## config.mk

```make
export PLATFORM = sky130hd
export DESIGN_NAME = matrix_operand_loader_4x4
export DESIGN_NICKNAME = d
export VERILOG_FILES = /design/src/rtl/matmul_pkg.sv /design/src/rtl/matrix_operand_loader_4x4.sv
export SDC_FILE = /design/constraint.sdc
export NUM_CORES = 1
export LEC_CHECK = 0
export ABC_AREA = 1
export CAP_MARGIN = 15
export CORE_ASPECT_RATIO = 0.9
export CORE_UTILIZATION = 40
export DETAILED_ROUTE_END_ITERATION = 7
export PLACE_DENSITY = 0.75
export SLEW_MARGIN = 20
export SYNTH_ARGS = -nofsm -noshare
export SYNTH_HDL_FRONTEND = slang
export SYNTH_SLANG_ARGS = --single-unit
```

## constraint.sdc

```tcl
create_clock -name clk -period 5.2 [get_ports clk]
set_input_delay 1.04 -clock clk [delete_from_list [all_inputs] [get_ports clk]]
set_output_delay 1.04 -clock clk [all_outputs]
set_load 0.05 [all_outputs]
```

## src/rtl/matmul_pkg.sv

```systemverilog
// rtl/matmul_pkg.sv - shared constants and state type for the 4x4 matmul front end
package matmul_pkg;

    localparam int N     = 4;
    localparam int ELEMS = 2 * N * N;

    typedef enum logic {
        LOAD = 1'b0,
        HOLD = 1'b1
    } ld_state_t;

endpackage

```

## src/rtl/matrix_operand_loader_4x4.sv

```systemverilog
// rtl/matrix_operand_loader_4x4.sv - assembles serial A/B elements into parallel 4x4 operands
module matrix_operand_loader_4x4
    import matmul_pkg::*;
#(
    parameter int w = 8
) (
    input  logic                clk,
    input  logic                rst_n,
    input  logic signed [w-1:0] in_data,
    input  logic                in_valid,
    input  logic                in_last,
    output logic                in_ready,
    output logic signed [w-1:0] A_o [0:N-1][0:N-1],
    output logic signed [w-1:0] B_o [0:N-1][0:N-1],
    output logic                out_valid,
    input  logic                out_ready,
    output logic                frame_err,
    output logic [7:0]          err_cnt
);

    ld_state_t  state_q;
    ld_state_t  state_d;
    logic [4:0] cnt_q;
    logic [4:0] cnt_d;
    logic       in_ready_d;
    logic       out_valid_d;
    logic       wr_en;
    logic       bad_frame;
    logic       accept;
    logic       at_end;

    assign accept = in_valid && in_ready;
    assign at_end = (cnt_q == 5'(ELEMS - 1));

    // A frame is well formed only when in_last coincides exactly with the 32nd element.
    always_comb begin
        state_d   = state_q;
        cnt_d     = cnt_q;
        wr_en     = 1'b0;
        bad_frame = 1'b0;
        case (state_q)
            LOAD: begin
                if (accept) begin
                    if (at_end && in_last) begin
                        wr_en   = 1'b1;
                        cnt_d   = '0;
                        state_d = HOLD;
                    end else if (at_end || in_last) begin
                        bad_frame = 1'b1;
                        cnt_d     = '0;
                    end else begin
                        wr_en = 1'b1;
                        cnt_d = cnt_q + 5'd1;
                    end
                end
            end
            HOLD: begin
                if (out_valid && out_ready) begin
                    state_d = LOAD;
                end
            end
            default: state_d = LOAD;
        endcase
        in_ready_d  = (state_d == LOAD);
        out_valid_d = (state_d == HOLD);
    end

    always_ff @(posedge clk or negedge rst_n) begin
        if (!rst_n) begin
            state_q   <= LOAD;
            cnt_q     <= '0;
            in_ready  <= 1'b0;
            out_valid <= 1'b0;
        end else begin
            state_q   <= state_d;
            cnt_q     <= cnt_d;
            in_ready  <= in_ready_d;
            out_valid <= out_valid_d;
        end
    end

    // cnt[4] selects the matrix, cnt[3:2] the row and cnt[1:0] the column.
    always_ff @(posedge clk or negedge rst_n) begin
        if (!rst_n) begin
            for (int r = 0; r < N; r++) begin
                for (int c = 0; c < N; c++) begin
                    A_o[r][c] <= '0;
                    B_o[r][c] <= '0;
                end
            end
        end else if (wr_en) begin
            if (!cnt_q[4]) begin
                A_o[cnt_q[3:2]][cnt_q[1:0]] <= in_data;
            end else begin
                B_o[cnt_q[3:2]][cnt_q[1:0]] <= in_data;
            end
        end
    end

    always_ff @(posedge clk or negedge rst_n) begin
        if (!rst_n) begin
            frame_err <= 1'b0;
            err_cnt   <= '0;
        end else begin
            frame_err <= bad_frame;
            if (bad_frame && (err_cnt != 8'hFF)) begin
                err_cnt <= err_cnt + 8'd1;
            end
        end
    end

endmodule
```

Yosys cells after proc, flatten, opt, wreduce, memory -nomap -nowiden

Cells that the tools add are included.

Add/sub/neg operators: 2
$lt $le $gt $ge: 4
Eq/ne operators: 2
Muxes and demuxes: 20
Bitwise gates (word level): 5
Reduce and logical (&&, ||, !) cells: 10

Operators by type and width:

| kind                                                                 | count |
|---|---|
| 128-bit bitwise mux                                                  | 2 |
| 32-bit demux with 2-bit select                                       | 1 |
| 32-bit two-way mux                                                   | 1 |
| 8-bit demux with 2-bit select                                        | 1 |
| 1-bit two-way mux                                                    | 11 |
| 5-bit two-way mux                                                    | 2 |
| 8-bit by 1-bit adder with 8-bit output, second input constant        | 1 |
| 8-bit two-way mux                                                    | 1 |
| 8-bit != test, second input constant                                 | 1 |
| 3-bit greater-or-equal comparator, second input constant             | 2 |
| 1-bit logical AND                                                    | 6 |
| 3-bit by 1-bit < comparator with 1-bit output, second input constant | 2 |
| 2-bit inverter with 3-bit output                                     | 2 |
| 2-bit AND reduction                                                  | 3 |
| 5-bit by 1-bit adder with 5-bit output, second input constant        | 1 |
| 5-bit == test, second input constant                                 | 1 |
| 1-bit inverter                                                       | 3 |
| 1-bit one-hot mux with 2 select lines                                | 1 |
| 1-bit logical OR                                                     | 1 |

Flip-flop bits (word level): 272

Logic depth before layout (Yosys ltp)

Depth after elaboration: 8
Mapped depth: 13
Mapped depth without buffers: 12

Worst setup path after synthesis

No wires, ideal clock.

Path kind: flip-flop to flip-flop
Start point: register cnt_q[0]
End point: register B_o[48] (netlist name)
Library setup time: 119 ps
Arrival: 2,316 ps
Required time: 5,081 ps
Slack: 2,765 ps
Cell stages (with the launch flop): 13
Path buffers: 2
Clock period less this slack: 2,435 ps
Cells stage by stage: dfrtp_1 -> ha_1 -> inv_1 -> nor2_4 -> buf_2 -> ha_1 -> inv_1 -> ha_1 -> nor2_2 -> buf_2 -> nand3_1 -> nand2_1 -> nand2_1

Cells in the longest elaborated chain, start to end: 8
Elaborated cells on any way between the ends: 17
Those cells by class: order compare: 2; eq/ne: 1; mux: 9; bitwise: 1; reduce/logical: 4

RTL lines:

| element                                                                                                                  | line                            | text |
|---|---|---|
| from (decl)                                                                                                              | matrix_operand_loader_4x4.sv:23 | `logic [4:0] cnt_q;` |
| from (signal assigned)                                                                                                   | matrix_operand_loader_4x4.sv:76 | `cnt_q <= cnt_d;` |
| 2-bit inverter with 3-bit output (not written as such)                                                                   | matrix_operand_loader_4x4.sv:95 | `B_o[cnt_q[3:2]][cnt_q[1:0]] <= in_data;` |
| 3-bit greater-or-equal comparator (not written as such) or 3-bit by 1-bit < comparator with 1-bit output (tied branches) | matrix_operand_loader_4x4.sv:95 |  |
| 1-bit logical AND (not written as such)                                                                                  | matrix_operand_loader_4x4.sv:95 |  |
| 8-bit two-way mux (not written as such)                                                                                  | matrix_operand_loader_4x4.sv:95 |  |
| 8-bit demux with 2-bit select                                                                                            | matrix_operand_loader_4x4.sv:95 |  |
| 32-bit two-way mux (not written as such)                                                                                 | matrix_operand_loader_4x4.sv:95 |  |
| 32-bit demux with 2-bit select                                                                                           | matrix_operand_loader_4x4.sv:95 |  |
| 128-bit bitwise mux                                                                                                      | matrix_operand_loader_4x4.sv:95 |  |
| to (signal, indexed assignment)                                                                                          | matrix_operand_loader_4x4.sv:95 |  |
| to (decl)                                                                                                                | matrix_operand_loader_4x4.sv:14 | `output logic signed [w-1:0] B_o [0:N-1][0:N-1],` |

Several ways; a longest one is shown, not always the timed one.
A chain may end at the register's enable or synchronous reset.

Final worst setup path

Start point: register cnt_q[0]
End point: register A_o[45] (netlist name)

Cells in the longest elaborated chain, start to end: 8
Elaborated cells on any way between the ends: 17
Those cells by class: order compare: 2; eq/ne: 1; mux: 9; bitwise: 1; reduce/logical: 4

RTL lines:

| element                                                                                                                  | line                            | text |
|---|---|---|
| 2-bit inverter with 3-bit output (not written as such)                                                                   | matrix_operand_loader_4x4.sv:93 | `A_o[cnt_q[3:2]][cnt_q[1:0]] <= in_data;` |
| 3-bit greater-or-equal comparator (not written as such) or 3-bit by 1-bit < comparator with 1-bit output (tied branches) | matrix_operand_loader_4x4.sv:93 |  |
| 1-bit logical AND (not written as such)                                                                                  | matrix_operand_loader_4x4.sv:93 |  |
| 8-bit two-way mux (not written as such)                                                                                  | matrix_operand_loader_4x4.sv:93 |  |
| 8-bit demux with 2-bit select                                                                                            | matrix_operand_loader_4x4.sv:93 |  |
| 32-bit two-way mux (not written as such)                                                                                 | matrix_operand_loader_4x4.sv:93 |  |
| 32-bit demux with 2-bit select                                                                                           | matrix_operand_loader_4x4.sv:93 |  |
| 128-bit bitwise mux                                                                                                      | matrix_operand_loader_4x4.sv:93 |  |
| to (signal, indexed assignment)                                                                                          | matrix_operand_loader_4x4.sv:93 |  |
| to (decl)                                                                                                                | matrix_operand_loader_4x4.sv:13 | `output logic signed [w-1:0] A_o [0:N-1][0:N-1],` |

Several ways; a longest one is shown, not always the timed one.

==> flow_summary_export.csv <==
group,metric,value,unit
grt,overflow,0,
grt,grt_pass1_wl,58100,um
place,port_buffers,279,
grt,grt_pass1_vias,10079,
clock_network,h-tree-depth,1,
place,dp_slack,1.81,ns
layout,num-fill-cells,2446,
critical_path,path_buf_inv,3,
synth,yosysTopAreaCell,"dfrtp_1",
critical_path,crit_path_max_fanout,147,
layout,stdcell_count,1895,
clock_network,holdBufCountCts,0,
synth,syn-num-nets,1317,
clock_network,cts.sinks,272,
critical_path,critPathTopFamily,"simple AND/OR/NAND/NOR gates",
clock_network,path_clk_slew,0.06,ns
grt,grtUsageTotal,0.250,
synth,syn_area,11600,um2
critical_path,cp_common_cell,"ha_1",
synth,syn_avg_cell_area,8.93,um2
sta,finalSetupTns,0,ns
clock_network,cts_buffers,29,
synth,synth_cell_types,18,
synth,ys_seq_area_frac,0.588,
clock_network,clockBufferDepth,3,
floorplanning,dieArea,29600,um2
sta,hold_viol_final,0,
route,drtPass1Iterations,7,
sta,rsz0062_at_grt,"no",
floorplanning,die_h,163,um
sta,tightest_slew,1.06,ns
route,drc,0,
sta,setup_viol,0,
floorplanning,die_x,181,um
layout,fin_area,15500,um2
critical_path,worstPathRequired,5.63,ns
place,numPlacedInstances,1842,
sta,layout_setup_ws,1.90,ns
critical_path,cp-start-kind,"flip-flop",
synth,yosysTopAreaCellShare,0.588,
place,place_congestion,0.802,
clock_network,clock_latency,0.55,ns
floorplanning,rows,58,
clock_network,cts_tree,"done",
layout,layout-drive-gt1-share,0.0625,
layout,insertedDiodeCount,0,
route,viasPerCell,5.54,
outcome,status,"complete, no violations",
power,vdd_ir_drop_max,0.261,mV
clock_network,cts_resized,0,
power,leakage,7.69,nW
synth,synth_ff_type,"dfrtp_1",
synth,ys_seq_elements,272,
sta,period_needed,3.30,ns
sta,fmax,303,MHz
synth,synth_common_cells,"552 x nand2_1, 272 x dfrtp_1, 257 x nand4_1, 50 x buf_2, 50 x clkbuf_1",
grt,antenna_found_initial,0,
critical_path,arrival,3.74,ns
clock_network,post_cts_buffers,0,
synth,synthMostInstantiatedCell,"nand2_1",
floorplanning,pin_count,280,
sta,period_share,0.635,
critical_path,crit_slowest_cell,"nand3_1",
critical_path,path_class,"flip-flop to flip-flop",
floorplanning,fp.coreArea,28200,um2
route,drtAntennaViolNets,0,
power,power_density,430,nW/um2
layout,fin_nets,1534,
place,place_hpwl,22600,um
critical_path,cp-end-kind,"flip-flop",
route,drt_iter0_markers,1137,
grt,grt_max_degree,148,
synth,synth-edff-count,0,
critical_path,worstPathCellList,"ha_1 -> inv_1 -> nor2_4 -> ha_1 -> inv_1 -> ha_1 -> nor2_4 -> buf_12 -> nand3_1 -> nand2_1 -> nand2_1",
route,wl_per_cell,19.6,um
clock_network,cts-root-buf,"clkbuf_16",
synth,postSynth.asyncResetShare,1.00,
critical_path,slowest_delay,0.44,ns
min_path,hold_class,"flip-flop to flip-flop",
synth,syn_inst,1296,
sta,relSlewSlack,0.293,
sta,drv_slew,0,
flow_run,drv_cap,0,
sta,hold_slack,0.469,ns
place,dpl_cell_area,14400,um2
floorplanning,start_util,0.411,
sta,fin_worst_skew,0.00866,ns
route,vias,10504,
synth,yosysWarnings,0,
synth,synthTopCellsByArea,"dfrtp_1 59%, nand2_1 18%, nand4_1 14%",
route,drt-total-wl,37100,um
layout,areaGrowthSynthToFinish,34.0,%
[cell usage in the layout (no fill, tap or decap), types with 3 or more instances in the layout]
| master | count |
|---|---|
| buf_12 | 3 |
| buf_2 | 8 |
| buf_4 | 6 |
| bufinv_16 | 4 |
| clkbuf_16 | 29 |
| clkbuf_8 | 10 |
| clkdlybuf4s50_1 | 270 |
| clkinv_2 | 3 |
| clkinvlp_4 | 3 |
| dfrtp_1 | 271 |
| ha_1 | 8 |
| inv_1 | 18 |
| inv_2 | 3 |
| nand2_1 | 552 |
| nand3_1 | 39 |
| nand4_1 | 257 |
| nor2_1 | 12 |
| nor2_2 | 13 |
| nor2_4 | 3 |
| o21ai_0 | 7 |
| xnor2_1 | 3 |
[path summary, 6_finish.rpt]
kind / start / to / slack (ns) / cells after the start
min in group asynchronous: rst_n / B_o[108] / 0.52 / 1
max: cnt_q[0] / A_o[45] / 1.90 / 11
min reg2reg: A_o[57] / A_o[57] / 0.47 / 2
max in group asynchronous: rst_n / A_o[1] / 3.46 / 2
max reg2reg: cnt_q[0] / A_o[45] / 1.90 / 11
min: A_o[57] / A_o[57] / 0.47 / 2
[state kept, by name, indices dropped and copies added (netlist names)]
signal	count
A_o	128
B_o	128
cnt_q	5
err_cnt	8
frame_err	1
in_ready	1
state_q	1
[cell families (layout without fill, tap and decap cells)]
group,Yosys count,count (layout),synth area share
and+or+nand+nor,880,880,0.351
adders and majority gates,8,8,0.00865
DFF,272,272,0.588
xor gates and xnor gates,3,3,0.00227
AOI/OAI and AO/OA,9,9,0.00389
buffers and inverters,124,363,0.0456
[stage by stage]
stage	total power [mW]	util
global route	6.90	0.551
floorplan	3.74	-
finish	6.66	0.551
global placement	4.43	0.513
CTS	6.70	0.551
detailed placement	4.46	0.513
[worst register-to-register path: stages, from the launching register on]
cell and delay (ns):
dfrtp_1 0.41, ha_1 0.19, inv_1 0.12, nor2_4 0.43, ha_1 0.27, inv_1 0.05
ha_1 0.31, nor2_4 0.18, buf_12 0.43, nand3_1 0.59, nand2_1 0.16, nand2_1 0.07
[power by group]
part           leakage [nW]  internal [mW]  switching, mW
logic                  3.46          0.531           1.34
registers              3.72           2.37          0.190
clock network         0.515           1.36          0.868
total                  7.69           4.26           2.40
[layout make-up]
type,instances,area (um2),share of cell area
Timing Repair Buffer,288,2860,0.185
Multi-Input combinational cell,900,4240,0.273
Inverter,22,85.1,0.00549
Clock inverter,14,193,0.0124
Sequential cell,272,6810,0.439
Clock buffer,39,863,0.0557
Tap cell,360,450,0.0291
[per-layer routing]
| layer | global-route usage | vias to the layer above | part of all wire |
|---|---|---|---|
| met2 | 0.383 | 498 | 0.46 |
| li1 | - | 4840 | - |
| met5 | 0 | - | 0 |
| met4 | 0.0716 | 0 | 0.024 |
| met3 | 0.0604 | 61 | 0.098 |
| met1 | 0.354 | 5105 | 0.42 |
Power figures use the tool's default switching activity.
